**src/rtl/calc_pkg.sv**
```systemverilog
// ----------------------------------------------------------------------------
// calc_pkg
// Shared definitions for the calculator front end: operation codes, parser
// states, the ASCII bytes the parser recognises and small byte classifiers.
// No ports (package).
// ----------------------------------------------------------------------------
package calc_pkg;

    typedef enum logic [1:0] {
        OP_SIN   = 2'd0,
        OP_COS   = 2'd1,
        OP_SQRT  = 2'd2,
        OP_PRIME = 2'd3
    } op_t;

    typedef enum logic [1:0] {
        ST_DIGITS = 2'd0,
        ST_OP     = 2'd1,
        ST_HOLD   = 2'd2
    } state_t;

    localparam logic [7:0] ASC_0   = 8'h30;
    localparam logic [7:0] ASC_9   = 8'h39;
    localparam logic [7:0] ASC_S   = 8'h73;
    localparam logic [7:0] ASC_C   = 8'h63;
    localparam logic [7:0] ASC_R   = 8'h72;
    localparam logic [7:0] ASC_A   = 8'h61;
    localparam logic [7:0] ASC_BS  = 8'h08;
    localparam logic [7:0] ASC_ESC = 8'h1B;

    typedef struct packed {
        logic hit;
        op_t  op;
    } op_dec_t;

    function automatic logic is_digit(input logic [7:0] b);
        return (b >= ASC_0) && (b <= ASC_9);
    endfunction

    function automatic op_dec_t decode_op(input logic [7:0] b);
        op_dec_t d;
        d = '{hit: 1'b1, op: OP_SIN};
        case (b)
            ASC_S:   d.op  = OP_SIN;
            ASC_C:   d.op  = OP_COS;
            ASC_R:   d.op  = OP_SQRT;
            ASC_A:   d.op  = OP_PRIME;
            default: d.hit = 1'b0;
        endcase
        return d;
    endfunction

endpackage

```
**src/rtl/uart_cmd_parser_if.sv**
```systemverilog
// ----------------------------------------------------------------------------
// uart_cmd_parser_if
// Byte-in / command-out bundle of the command parser.
//   rx_data, rx_valid : byte stream from the UART receiver (strobe per byte)
//   cmd_valid/ready   : command handshake towards the function units
//   cmd_value/op/ndig : binary operand, operation code, digits typed
//   err               : one-cycle pulse for each rejected byte
// Modports: slave = the parser, master = the environment around it.
// ----------------------------------------------------------------------------
interface uart_cmd_parser_if
    import calc_pkg::*;
#(
    parameter int VAL_W = 10
);
    logic [7:0]       rx_data;
    logic             rx_valid;
    logic             cmd_valid;
    logic             cmd_ready;
    logic [VAL_W-1:0] cmd_value;
    op_t              cmd_op;
    logic [2:0]       cmd_ndig;
    logic             err;

    modport slave (
        input  rx_data, rx_valid, cmd_ready,
        output cmd_valid, cmd_value, cmd_op, cmd_ndig, err
    );

    modport master (
        output rx_data, rx_valid, cmd_ready,
        input  cmd_valid, cmd_value, cmd_op, cmd_ndig, err
    );
endinterface

```
**src/rtl/uart_cmd_parser_bcd_to_bin.sv**
```systemverilog
// ----------------------------------------------------------------------------
// bcd_to_bin
// Combinational BCD to binary conversion of the parser's digit buffer.
//   bcd_i : NUM_DIGITS packed BCD digits, digit 0 (least significant) in [3:0]
//   bin_o : binary value sum(d_i * 10^i), VAL_W bits
// ----------------------------------------------------------------------------
module bcd_to_bin #(
    parameter int NUM_DIGITS = 3,
    parameter int VAL_W      = 10
) (
    input  logic [4*NUM_DIGITS-1:0] bcd_i,
    output logic [VAL_W-1:0]        bin_o
);
    logic [VAL_W-1:0] acc;

    // Horner evaluation from the most significant digit down.
    // NOTE: blocking assignments here on purpose -- acc is a running
    // intermediate within one evaluation, not state; it gets a default first
    // so no latch is inferred.
    always_comb begin
        acc = '0;
        for (int i = NUM_DIGITS - 1; i >= 0; i--) begin
            acc = VAL_W'(acc * VAL_W'(10)) + VAL_W'(bcd_i[4*i +: 4]);
        end
        bin_o = acc;
    end
endmodule

```
**src/rtl/uart_cmd_parser.sv**
```systemverilog
// ----------------------------------------------------------------------------
// uart_cmd_parser
// Turns an ASCII byte stream ("123s") into one calculator command: up to
// NUM_DIGITS decimal digits followed by an op char (s/c/r/a). The command is
// presented as binary value + op code and held until the consumer accepts it.
//   clk   : system clock, rising edge
//   reset : asynchronous, active-low reset
//   bus   : uart_cmd_parser_if.slave (rx byte strobe in, command handshake
//           out, err pulse out)
// Build option: define CMD_PARSER_EDIT_EN to enable line editing
// (backspace 0x08 drops the last digit, ESC 0x1B clears the entry).
// ----------------------------------------------------------------------------
module uart_cmd_parser
    import calc_pkg::*;
#(
    parameter int NUM_DIGITS = 3,
    parameter int VAL_W      = 10
) (
    input  logic                 clk,
    input  logic                 reset,
    uart_cmd_parser_if.slave     bus
);
    localparam int         BUF_W = 4 * NUM_DIGITS;
    localparam logic [2:0] ND_C  = 3'(NUM_DIGITS);

    state_t           state_q;
    logic [BUF_W-1:0] digits_q;
    logic [2:0]       cnt_q;
    logic             cmd_valid_q;
    logic [VAL_W-1:0] cmd_value_q;
    op_t              cmd_op_q;
    logic [2:0]       cmd_ndig_q;
    logic             err_q;

    logic [BUF_W-1:0] digits_push_d;   // buffer with the new digit appended
    logic [BUF_W-1:0] digits_pop_d;    // buffer with the newest digit removed
    logic [2:0]       cnt_inc_d;
    logic [VAL_W-1:0] bin_value;
    logic             rx_is_digit;
    op_dec_t          op_dec;

    assign rx_is_digit = is_digit(bus.rx_data);
    assign op_dec      = decode_op(bus.rx_data);
    assign cnt_inc_d   = cnt_q + 3'd1;

    // Newest digit lives in [3:0], so typed order maps directly onto powers
    // of ten without tracking the count inside the converter.
    always_comb begin
        digits_push_d      = digits_q << 4;
        digits_push_d[3:0] = bus.rx_data[3:0];
        digits_pop_d       = digits_q >> 4;
    end

    bcd_to_bin #(.NUM_DIGITS(NUM_DIGITS), .VAL_W(VAL_W)) u_bcd_to_bin (
        .bcd_i (digits_q),
        .bin_o (bin_value)
    );

    // NOTE: all state updates use non-blocking assignments so every register
    // samples the pre-edge values, independent of statement order.
    always_ff @(posedge clk or negedge reset) begin
        if (!reset) begin
            state_q     <= ST_DIGITS;
            digits_q    <= '0;
            cnt_q       <= '0;
            cmd_valid_q <= 1'b0;
            cmd_value_q <= '0;
            cmd_op_q    <= OP_SIN;
            cmd_ndig_q  <= '0;
            err_q       <= 1'b0;
        end else begin
            err_q <= 1'b0;
            case (state_q)
                ST_DIGITS: begin
                    if (bus.rx_valid) begin
                        if (rx_is_digit) begin
                            digits_q <= digits_push_d;
                            cnt_q    <= cnt_inc_d;
                            if (cnt_inc_d == ND_C) state_q <= ST_OP;
                        end else if (op_dec.hit && cnt_q != 3'd0) begin
                            cmd_valid_q <= 1'b1;
                            cmd_value_q <= bin_value;
                            cmd_op_q    <= op_dec.op;
                            cmd_ndig_q  <= cnt_q;
                            state_q     <= ST_HOLD;
`ifdef CMD_PARSER_EDIT_EN
                        end else if (bus.rx_data == ASC_BS && cnt_q != 3'd0) begin
                            digits_q <= digits_pop_d;
                            cnt_q    <= cnt_q - 3'd1;
                        end else if (bus.rx_data == ASC_ESC) begin
                            digits_q <= '0;
                            cnt_q    <= '0;
`endif
                        end else begin
                            err_q <= 1'b1;
                        end
                    end
                end
                ST_OP: begin
                    // Buffer is full here, so count is NUM_DIGITS (>= 1).
                    if (bus.rx_valid) begin
                        if (op_dec.hit) begin
                            cmd_valid_q <= 1'b1;
                            cmd_value_q <= bin_value;
                            cmd_op_q    <= op_dec.op;
                            cmd_ndig_q  <= cnt_q;
                            state_q     <= ST_HOLD;
`ifdef CMD_PARSER_EDIT_EN
                        end else if (bus.rx_data == ASC_BS) begin
                            digits_q <= digits_pop_d;
                            cnt_q    <= cnt_q - 3'd1;
                            state_q  <= ST_DIGITS;
                        end else if (bus.rx_data == ASC_ESC) begin
                            digits_q <= '0;
                            cnt_q    <= '0;
                            state_q  <= ST_DIGITS;
`endif
                        end else begin
                            err_q <= 1'b1;
                        end
                    end
                end
                ST_HOLD: begin
                    // Any byte here is dropped, even one arriving with the
                    // handshake; the next entry starts strictly afterwards.
                    if (bus.rx_valid) err_q <= 1'b1;
                    if (bus.cmd_ready) begin
                        cmd_valid_q <= 1'b0;
                        digits_q    <= '0;
                        cnt_q       <= '0;
                        state_q     <= ST_DIGITS;
                    end
                end
                default: state_q <= ST_DIGITS;
            endcase
        end
    end

    assign bus.cmd_valid = cmd_valid_q;
    assign bus.cmd_value = cmd_value_q;
    assign bus.cmd_op    = cmd_op_q;
    assign bus.cmd_ndig  = cmd_ndig_q;
    assign bus.err       = err_q;
endmodule

```
**src/flat_wrapper.sv**
```systemverilog
// flat-port wrapper written by rule: the top's interface ports become plain ports
module uart_cmd_parser_flat import calc_pkg::*;
#(
    parameter int NUM_DIGITS = 3,
    parameter int VAL_W      = 10
)
  (clk, reset, bus_rx_data, bus_rx_valid, bus_cmd_ready, bus_cmd_valid, bus_cmd_value, bus_cmd_op, bus_cmd_ndig, bus_err);
  uart_cmd_parser_if #(.VAL_W(VAL_W)) bus_i ();
  input  logic clk;
  input  logic reset;
  input wire logic [$bits(bus_i.rx_data)-1:0] bus_rx_data;
  input wire logic [$bits(bus_i.rx_valid)-1:0] bus_rx_valid;
  input wire logic [$bits(bus_i.cmd_ready)-1:0] bus_cmd_ready;
  output wire logic [$bits(bus_i.cmd_valid)-1:0] bus_cmd_valid;
  output wire logic [$bits(bus_i.cmd_value)-1:0] bus_cmd_value;
  output wire logic [$bits(bus_i.cmd_op)-1:0] bus_cmd_op;
  output wire logic [$bits(bus_i.cmd_ndig)-1:0] bus_cmd_ndig;
  output wire logic [$bits(bus_i.err)-1:0] bus_err;
  assign bus_i.rx_data = bus_rx_data;
  assign bus_i.rx_valid = bus_rx_valid;
  assign bus_i.cmd_ready = bus_cmd_ready;
  assign bus_cmd_valid = bus_i.cmd_valid;
  assign bus_cmd_value = bus_i.cmd_value;
  assign bus_cmd_op = bus_i.cmd_op;
  assign bus_cmd_ndig = bus_i.cmd_ndig;
  assign bus_err = bus_i.err;
  uart_cmd_parser #(.NUM_DIGITS(NUM_DIGITS), .VAL_W(VAL_W)) u_core (.clk(clk), .reset(reset), .bus(bus_i));
endmodule
```
**config.mk**
```make
export PLATFORM = sky130hd
export DESIGN_NAME = uart_cmd_parser_flat
export DESIGN_NICKNAME = d
export VERILOG_FILES = /design/src/rtl/calc_pkg.sv /design/src/rtl/uart_cmd_parser_if.sv /design/src/rtl/uart_cmd_parser_bcd_to_bin.sv /design/src/rtl/uart_cmd_parser.sv /design/src/flat_wrapper.sv
export SDC_FILE = /design/constraint.sdc
export NUM_CORES = 1
export LEC_CHECK = 0
export CORE_MARGIN = 2
export CORE_UTILIZATION = 45
export DETAILED_ROUTE_END_ITERATION = 8
export GPL_TIMING_DRIVEN = 0
export PLACE_DENSITY = 0.66
export SETUP_SLACK_MARGIN = 0.15
export SYNTH_ARGS = -nofsm -noshare
export SYNTH_HDL_FRONTEND = slang
export SYNTH_HIERARCHICAL = 1
export SYNTH_SLANG_ARGS = --single-unit
```
**constraint.sdc**
```tcl
create_clock -name clk -period 8.5 [get_ports clk]
set_input_delay 0.85 -clock clk [delete_from_list [all_inputs] [get_ports clk]]
set_output_delay 0.85 -clock clk [all_outputs]
set_load 0.02 [all_outputs]
```
==> qor.yml, run 1 <==
final_layout:
  n_antenna_cell: 0
  nets: 311
  final_cell_mix: "dfrtp_1, ha_1, clkdlybuf4s50_1"
  final_common_cell: "dfrtp_1"
  drive_gt1_share_pct: 16.79
  syn2layout_area_growth_pct: 18.22
  design_area_um2: 2914
placement:
  hpwl_mm: 3.418
  port-buffer-count: 28
  post_dp_cell_area_um2: 2828
  gp_congestion: 0.8297
pwr:
  p_switching_mw: 0.4740
  p_int_mw: 0.6255
  powerDensity_nw_per_um2: 377.3
  leakage_nw: 1.368
  pwr-share-seq_pct: 24.0
  max-vdd-ir-drop_uv: 236.5
  pwr-share-clk_pct: 10.6
  p_comb_share_pct: 65.5
  switching_share_pct: 43.11
global_routing:
  grt_pass1_vias: 1811
  grt_pass1_wl_mm: 8.480
  grt_max_degree: 35
  grt_antenna_before_repair: 0
  overflow: 0
  track_usage_pct: 17.28
synth:
  synth.distinct_cells: 46
  synth_warnings: 6
  syn_nets: 276
  syn_area_um2: 2465
  synth_seq_cells: 34
  ys_async_sr_fraction_pct: 100.0
  synth_edf_count: 0
  syn_avg_cell_area_um2: 10.62
  synth-main-ff-cell: "dfrtp_1"
  ys_seq_area_share_pct: 34.52
  syn_inst: 232
timing:
  worstMarginPinSlew_ns: 0.7519
  slew_viol_final: 0
  slew_headroom_pct: 49.87
  period_minus_slack_ns: 3.842
  finClkSkew_ns: 0.003396
  setup_viol: 0
  rsz0062_at_grt: "no"
  period_share_pct: 45.20
  hold_violations: 0
  fin_setup_tns_ns: 0
  max_freq_mhz: 260.3
floorplan:
  core_area_um2: 5205
  start_util_pct: 47.36
  dieArea_um2: 6086
  top_level_ports: 29
  fp-row-count: 26
  die_h_um: 78.01
  chipWidth_um: 78.01
flow_run:
  cap_violations: 0
clocking:
  cts_buffer_depth: 2
  ctsResizeCount: 0
  cts_made_buffers: 5
  root_buffer: "clkbuf_8"
  cts_sinks: 34
  cts_tree: "yes"
  htree_levels: 2
  post_cts_buffers: 0
  ctsHoldBuffers: 0
  clk_latency_ns: 0.28
  path_clk_slew_ns: 0.07
min_path:
  worstHoldPathType: "reg2reg"
worst_setup_path:
  cp.arrival_ns: 4.01
  cp-start-kind: "register"
  critPathMaxFanout: 5
  cp-end-kind: "register"
  cp.required_ns: 8.67
  criticalPathCategory: "reg2reg"
routing:
  via_per_inst: 5.118
  drcViolationCount: 0
  first_pass_iters: 4
  wl_per_cell_um: 13.34
  routed-via-count: 1730
  first_iter_violations: 110
  antenna_left: 0
  wl_mm: 4.509
outcome:
  status: "finished, final reports clean"
## state kept, by name, indices dropped and copies added, names as in the netlist
name and count:
u_core/bus.cmd_op 2, u_core/bus.cmd_value 10, u_core/state_q 2, u_core/digits_q 12, u_core/bus.err 1, u_core/cnt_q 3
u_core/bus.cmd_valid 1, u_core/bus.cmd_ndig 3
## power by group through the flow
| stage | Sequential (mW) | Combinational [mW] | Clock (mW) |
|---|---|---|---|
| after floorplan | 0.284 | 0.538 | 0 |
| after global placement | 0.266 | 0.714 | 0 |
| after detailed placement | 0.267 | 0.720 | 0 |
| after CTS | 0.264 | 0.730 | 0.122 |
| after global routing | 0.273 | 0.820 | 0.129 |
| final | 0.264 | 0.720 | 0.116 |
## per-layer routing
metal | GRT usage, % | vias to the layer above | routed length (um)
li1 | - | 881 | -
met1 | 25.09 | 821 | 2334
met2 | 26.81 | 26 | 2030
met3 | 3.563 | 2 | 119
met4 | 3.684 | 0 | 24
met5 | 0 | - | 0
## critical path: stages (launching register included)
cell and delay (ns):
dfrtp_1 0.46, ha_1 0.31, ha_1 0.21, inv_1 0.07, fa_1 0.47, nor4b_2 0.41, xnor2_1 0.14, ha_1 0.31
ha_1 0.33, o21ai_0 0.09, o21bai_1 0.08, a21oi_1 0.17, xnor3_1 0.25, xnor2_1 0.16, mux2_2 0.27
## cells in the mapped netlist (all sizes together) (4+ instances only)
cell    instances  share of area, %
inv            19               2.9
a21oi          10               2.2
a21o            5               1.6
nor2           11               1.7
dfrtp          34                35
buf             6               1.8
nand2          12               1.8
and2b           5               1.5
o21ai           9               1.8
nand2b          4               1.0
ha             28                14
xor2            8               3.1
nand3           6               1.4
fa              4               3.2
mux2           22                10
nor2b           8               2.0
xnor2           9               3.2
## per-stage QoR
| step | utilization, % | power (mW) | worst slack (ns) | instances | hold slack (ns) |
|---|---|---|---|---|---|
| global placement | 54.42 | 0.9809 | 4.675 | 330 | 0.4611 |
| floorplan | - | 0.8223 | 4.938 | 232 | 0.4982 |
| finish | 55.99 | 1.100 | 4.658 | 338 | 0.4786 |
| CTS | 55.99 | 1.116 | 4.629 | 338 | 0.4870 |
| detailed placement | 54.33 | 0.9878 | 4.670 | 330 | 0.4702 |
| global route | 55.99 | 1.221 | 4.414 | 338 | 0.4992 |
## path summary, 6_finish.rpt
path / startpoint / slack (ns) / cells after the start / endpoint
worst max-delay path: u_core/digits_q[11]$_DFFE_PN0P_ / 4.66 / 14 / u_core/bus.cmd_value[9]$_DFFE_PN0P_
worst min-delay path: u_core/bus.cmd_ndig[1]$_DFFE_PN0P_ / 0.48 / 2 / u_core/bus.cmd_ndig[1]$_DFFE_PN0P_
worst max register to register: u_core/digits_q[11]$_DFFE_PN0P_ / 4.66 / 14 / u_core/bus.cmd_value[9]$_DFFE_PN0P_
worst min register to register: u_core/bus.cmd_ndig[1]$_DFFE_PN0P_ / 0.48 / 2 / u_core/bus.cmd_ndig[1]$_DFFE_PN0P_
max in group asynchronous: reset / 7.39 / 1 / u_core/bus.cmd_value[7]$_DFFE_PN0P_
min in group asynchronous: reset / 0.63 / 1 / u_core/bus.err$_DFF_PN0_
## area by class of cell
cell class	count	area, um^2
multi-input cells	172	1493
fillers	500	2291
plain buffers	7	50.05
well taps	70	87.58
clock buffers	6	72.57
clock inverters	2	13.76
repair buffers	28	275.3
flip-flops and latches	34	850.8
inverters	19	71.32
## cells by family after synthesis
group | synth area share, %
muxes | 11.27
and+or+nand+nor | 12.54
DFF | 34.52
buffers and inverters | 4.924
adders and majority gates | 17.46
xor gates and xnor gates | 7.259
AOI/OAI and AO/OA | 12.03
(Power assumes the default switching activity.)
==> inputs of run 2 (changes only) <==
PLACE_DENSITY = 0.69   (was 0.66)
clock period = 3.5 ns   (was 8.5 ns; I/O delays follow)
==> run 2 against run 1 <==
  * Wire length is 6.7% higher
  * Flip-flop and latch count unchanged
  * Clock skew up 0.0034 ns
  * Count of clock-buffer cells in the layout decreased by 1
  * Critical path depth stayed put
  * Sequential power up 140%
  * Core utilization increased by 4.3 points
==> qor.yml, run 2 (synthesized netlist as in run 1, its figures left out) <==
final_layout:
  finalNonFillerCells: 345
  syn2layout_area_growth_pct: 27.26
  largest_reg_flops: 12
  nets: 318
  final_common_cell: "dfrtp_1"
  final_cell_mix: "dfrtp_1, clkdlybuf4s50_1, ha_1"
  final_core_util_pct: 60.26
  drive_gt1_share_pct: 26.55
  top_register: "u_core/digits_q"
  design_area_um2: 3137
  n_antenna_cell: 0
pwr:
  p_comb_share_pct: 68.5
  p_int_mw: 1.827
  switching_share_pct: 42.41
  pwr-share-clk_pct: 11.5
  max-vdd-ir-drop_uv: 638.2
  leakage_nw: 1.435
  pwr-share-seq_pct: 20.1
  powerDensity_nw_per_um2: 1011
  fin_total_pwr_mw: 3.173
  p_switching_mw: 1.345
global_routing:
  use_met1_pct: 23.87
  overflow: 0
  grt_pass1_vias: 1835
  grt_max_degree: 35
  busiest_layer: "met2"
  grt_pass1_wl_mm: 8.466
  grt_antenna_before_repair: 0
  track_usage_pct: 17.38
  use_met3_pct: 3.793
  grtUsageMet2_pct: 28.62
clocking:
  ctsHoldBuffers: 0
  htree_levels: 2
  root_buffer: "clkbuf_8"
  cts_sinks: 34
  cts_tree: "yes"
  clk_latency_ns: 0.29
  cts_buffer_depth: 2
  cts_made_buffers: 5
  path_clk_slew_ns: 0.08
placement:
  gp_congestion: 0.8523
  port-buffer-count: 28
  dp.cells: 330
  hpwl_mm: 3.466
  post_dp_cell_area_um2: 2854
  post-place-ws_ns: -0.1744
worst_setup_path:
  r2r_start: "u_core/digits_q[9]$_DFFE_PN0P_"
  critPathMaxFanout: 3
  crit_path_top_delay_cell: "fa_2"
  cp-end-kind: "register"
  cp.required_ns: 3.68
  cp-start-kind: "register"
  timing.rr.end: "u_core/bus.cmd_value[9]$_DFFE_PN0P_"
  cp.arrival_ns: 3.66
  max_stage_delay_ns: 0.48
  criticalPathCategory: "reg2reg"
  crit_chain: "ha_4 > ha_4 > inv_2 > fa_2 > nor4b_4 > xnor2_1 > ha_1 > ha_4 > nor2_2 > a21oi_2 > xor2_1 > nand3_1 > xnor2_2 > mux2_2"
  r2r_slack_ns: 0.02
  crit_top_cell: "ha_4"
  rr_worst_depth: 14
routing:
  wl_mm: 4.811
  antenna_left: 0
  drcViolationCount: 0
  routed-via-count: 1770
  first_pass_iters: 4
  wl_per_cell_um: 13.94
  via_per_inst: 5.130
  first_iter_violations: 105
timing:
  finClkSkew_ns: 0.006808
  layout_setup_ws_ns: 0.02116
  hold_violations: 0
  max_freq_mhz: 287.5
  period_minus_slack_ns: 3.479
  worstMarginPinSlew_ns: 0.7634
  whs_ns: 0.1293
  slew_viol_final: 0
  slew_headroom_pct: 49.11
  rsz0062_at_grt: "yes"
  setup_viol: 0
  fin_setup_tns_ns: 0
  period_share_pct: 99.40
floorplan:
  dieArea_um2: 6086
  top_level_ports: 29
  core_area_um2: 5205
  start_util_pct: 47.36
  chipWidth_um: 78.01
  die_h_um: 78.01
  fp-row-count: 26
outcome:
  status: "finished, final reports clean"
flow_run:
  cap_violations: 0
min_path:
  worstHoldPathType: "in2async"
## run 2: changes by cell type in the layout (fill, tap and decap cells not counted), sizes merged
cell,change
clkinvlp,+2
clkinv,-2
buf,+7
clkbuf,-1
bufinv,+1
## run 2: routing by layer
metal | up-vias | part of all wire (%) | routed length [um]
met5 | - | 0 | 0
met1 | 846 | 48 | 2333
met3 | 4 | 3.8 | 185
met2 | 33 | 47 | 2267
met4 | 0 | 0.52 | 25
li1 | 887 | - | -
## run 2: power groups by stage
stage	clock, mW	sequential, mW	combinational [mW]
CTS	0.375	0.640	1.99
global placement	0	0.646	1.78
finish	0.365	0.636	2.17
floorplan	0	0.690	1.35
detailed placement	0	0.649	1.81
global route	0.392	0.659	2.40
## run 2: final cells by class
type | count | area (um^2)
Tap cell | 70 | 87.58
Buffer | 7 | 50.05
Clock buffer | 5 | 68.82
Timing Repair Buffer | 35 | 331.6
Clock inverter | 3 | 45.04
Sequential cell | 34 | 852.1
Multi-Input combinational cell | 172 | 1630
Inverter | 19 | 71.32
Fill cell | 455 | 2068
## run 2: how the worst max path moves through the flow
stage | startpoint | to | slack [ns] | cells past startpoint
detailed placement | u_core/digits_q[11]$_DFFE_PN0P_ | u_core/bus.cmd_value[9]$_DFFE_PN0P_ | -0.17 | 13
finish | u_core/digits_q[9]$_DFFE_PN0P_ | u_core/bus.cmd_value[9]$_DFFE_PN0P_ | 0.02 | 14
global placement | u_core/digits_q[11]$_DFFE_PN0P_ | u_core/bus.cmd_value[9]$_DFFE_PN0P_ | -0.17 | 13
global route | u_core/digits_q[8]$_DFFE_PN0P_ | u_core/bus.cmd_value[9]$_DFFE_PN0P_ | -0.13 | 12
floorplan | u_core/digits_q[11]$_DFFE_PN0P_ | u_core/bus.cmd_value[9]$_DFFE_PN0P_ | 0.12 | 14
CTS | u_core/digits_q[9]$_DFFE_PN0P_ | u_core/bus.cmd_value[9]$_DFFE_PN0P_ | -0.05 | 14
## run 2: timing repair
item | CTS | global route
pin swaps | 9 | 7
endpoints found under the setup margin | 3 | 4
hold endpoints to repair | 0 | 0
gates resized for setup | 9 | 13
gates cloned | 0 | 0
buffers inserted | 4 | 3
## run 2: critical path: cells and delay by family (launching register included)
kind | cells | cell delay (ns)
AO/OA/AOI/OAI | 1 | 0.11
XOR/XNOR | 3 | 0.59
adder cells (fa/ha/maj) | 5 | 1.49
buffers and inverters | 1 | 0.05
flip-flops | 1 | 0.42
multiplexers | 1 | 0.26
AND/OR/NAND/NOR | 3 | 0.47
==> RTL change, RTL diff (flow settings as in run 2) <==
`VAL_W` is set to 10 in 4 places; all go to 20. Comments in the files are not updated.
--- a/src/rtl/uart_cmd_parser_if.sv
+++ b/src/rtl/uart_cmd_parser_if.sv
@@ -11,5 +11,5 @@
     import calc_pkg::*;
 #(
-    parameter int VAL_W = 10
+    parameter int VAL_W = 20
 );
     logic [7:0]       rx_data;
--- a/src/rtl/uart_cmd_parser_bcd_to_bin.sv
+++ b/src/rtl/uart_cmd_parser_bcd_to_bin.sv
@@ -7,5 +7,5 @@
 module bcd_to_bin #(
     parameter int NUM_DIGITS = 3,
-    parameter int VAL_W      = 10
+    parameter int VAL_W      = 20
 ) (
     input  logic [4*NUM_DIGITS-1:0] bcd_i,
--- a/src/rtl/uart_cmd_parser.sv
+++ b/src/rtl/uart_cmd_parser.sv
@@ -15,5 +15,5 @@
 #(
     parameter int NUM_DIGITS = 3,
-    parameter int VAL_W      = 10
+    parameter int VAL_W      = 20
 ) (
     input  logic                 clk,
--- a/src/flat_wrapper.sv
+++ b/src/flat_wrapper.sv
@@ -3,5 +3,5 @@
 #(
     parameter int NUM_DIGITS = 3,
-    parameter int VAL_W      = 10
+    parameter int VAL_W      = 20
 )
   (clk, reset, bus_rx_data, bus_rx_valid, bus_cmd_ready, bus_cmd_valid, bus_cmd_value, bus_cmd_op, bus_cmd_ndig, bus_err);
Ports: changed (resized bus_cmd_value); port bits go from 29 to 39. No check against the original RTL was run, so the function may have changed too.
==> RTL change against run 2 <==
The flow now finishes with violations (setup timing). Worst setup slack worse by 420 ps. Power is 15% higher. First-iteration DRC count is 50% lower. Critical path type unchanged. Critical path depth is 2 higher. Clock power is 18% lower. Cell area is 32% higher. Routed wire length is 21% higher. Largest cell class unchanged. Sequential share of layout area is 0.47 points lower. Synthesized cell count is 20% higher. Synthesized area is 28% higher. Sequential cell count is 10 higher.
==> RTL change: results (changes against run 2) <==
- Met3 WL post-DR: 212 um (was 185 um)
- Top post-synthesis cells by area: dfrtp_1 (35%), ha_1 (13%), mux2_2 (6.8%) (was dfrtp_1 (35%), ha_1 (14%), mux2_2 (9.6%))
- Max reg flops: 20 (was 12)
- Layout cell share with drive strength beyond 1: 32.2% (was 26.5%)
- Clock Buffer Count: 6 (was 5)
- Seq/Total Area, Yosys: 34.9% (was 34.5%)
- First-pass GRT wire length: 9.75 mm (was 8.47 mm)
- IO Port Bufs: 38 (was 28)
- CP max stage cell: fa_1 (was fa_2)
- Failing checks: setup timing
- Via density: 4.95 (was 5.13)
- GR met2 Demand/Resource: 26.7% (was 28.6%)
- Drt wl/cell: 13.2 um (was 13.9 um)
- Count of non-CTS buffers in the layout: 67 (was 42)
- Placed cell area: 0.00378 mm2 (was 0.00285 mm2)
- Fraction of area in multi-input gates: 52.1% (was 52.0%)
- Hold WS: 452 ps (was 129 ps)
- Final Setup Violations: 5 (was 0)
- M1 GR Usage: 20.6% (was 23.9%)
- Distinct cell type count of the synthesized netlist: 53 (was 46)
- Largest net degree at the start of global routing: 36 (was 35)
- Cell Rows: 30 (was 26)
- Fillers: 569 (was 455)
- CP endpoint: u_core/bus.cmd_value[10] (was u_core/bus.cmd_value[9])
- Met3 Usage GRT: 3.20% (was 3.79%)
- Via count: 2181 (was 1770)
- Seq. cell area: 0.00110 mm2 (was 852 um2)
- Count of placed standard cells including taps: 420 (was 330)
- Met1 WL: 2.66 mm (was 2.33 mm)
- Non-clock buffer share of cell area: 14.9% (was 12.2%)
- Sequential cells: 44 (was 34)
- Setup TNS: -1320 ps (was 0 ps)
- Dpl ws: -531 ps (was -174 ps)
- Origin of the worst setup path: u_core/digits_q[11] (was u_core/digits_q[9])
- Peak supply drop: 0.315 mV (was 0.638 mV)
- Placer Congestion: 0.775 (was 0.852)
- Hpwl dp: 4.45 mm (was 3.47 mm)
- Max-slew headroom: 63.7% (was 49.1%)
- Data arrival time of the critical path: 4080 ps (was 3660 ps)
- Critical Path Fanout Max: 4 (was 3)
- Outcome: finished, violations left (was completed)
- Met2 routed wirelength: 2.86 mm (was 2.27 mm)
- Pint: 2080 uW (was 1830 uW)
- Worst Skew: 6.01 ps (was 6.81 ps)
- Total track usage: 16.0% (was 17.4%)
- Commonest cells in the synthesized netlist: dfrtp_1 (44), ha_1 (32), mux2_2 (19) (was dfrtp_1 (34), ha_1 (28), mux2_2 (21))
- Mapped Avg Cell Area: 11.3 um2 (was 10.6 um2)
- Post-route worst setup slack: -395 ps (was 21.2 ps)
- P_leak: 0.00194 uW (was 0.00143 uW)
- # nets final: 393 (was 318)
- Layout clock area frac: 1.88% (was 3.63%)
- Multi-In Gates: 210 (was 172)
[RTL change: kinds of logic (layout without fill, tap and decap cells)]
kind of cell / count (synthesis) / after routing / synth area share, %
AOI/OAI and AO/OA: 47 / 47 / 10.9
other: 1 / 7 / 0.119
adders and majority gates: 36 / 36 / 15.2
DFF: 44 / 44 / 34.9
xor gates and xnor gates: 22 / 22 / 6.34
muxes: 37 / 37 / 14.4
buffers and inverters: 31 / 91 / 5.43
and+or+nand+nor: 61 / 61 / 12.6
[RTL change: power groups by stage]
stage	Combinational [uW]	Sequential, uW	Clock, uW
after floorplan	1610	849	0
after global placement	2100	789	0
after detailed placement	2150	792	0
after CTS	2330	778	311
after global routing	2840	798	331
final	2580	776	299
[RTL change: timing repair]
action / CTS / global route
hold buffers: 1 / 0
gates resized for setup: 11 / 24
buffers inserted: 10 / 3
endpoints found under the hold margin: 9 / 0
pin swaps: 15 / 7
endpoints found under the setup margin: 6 / 6
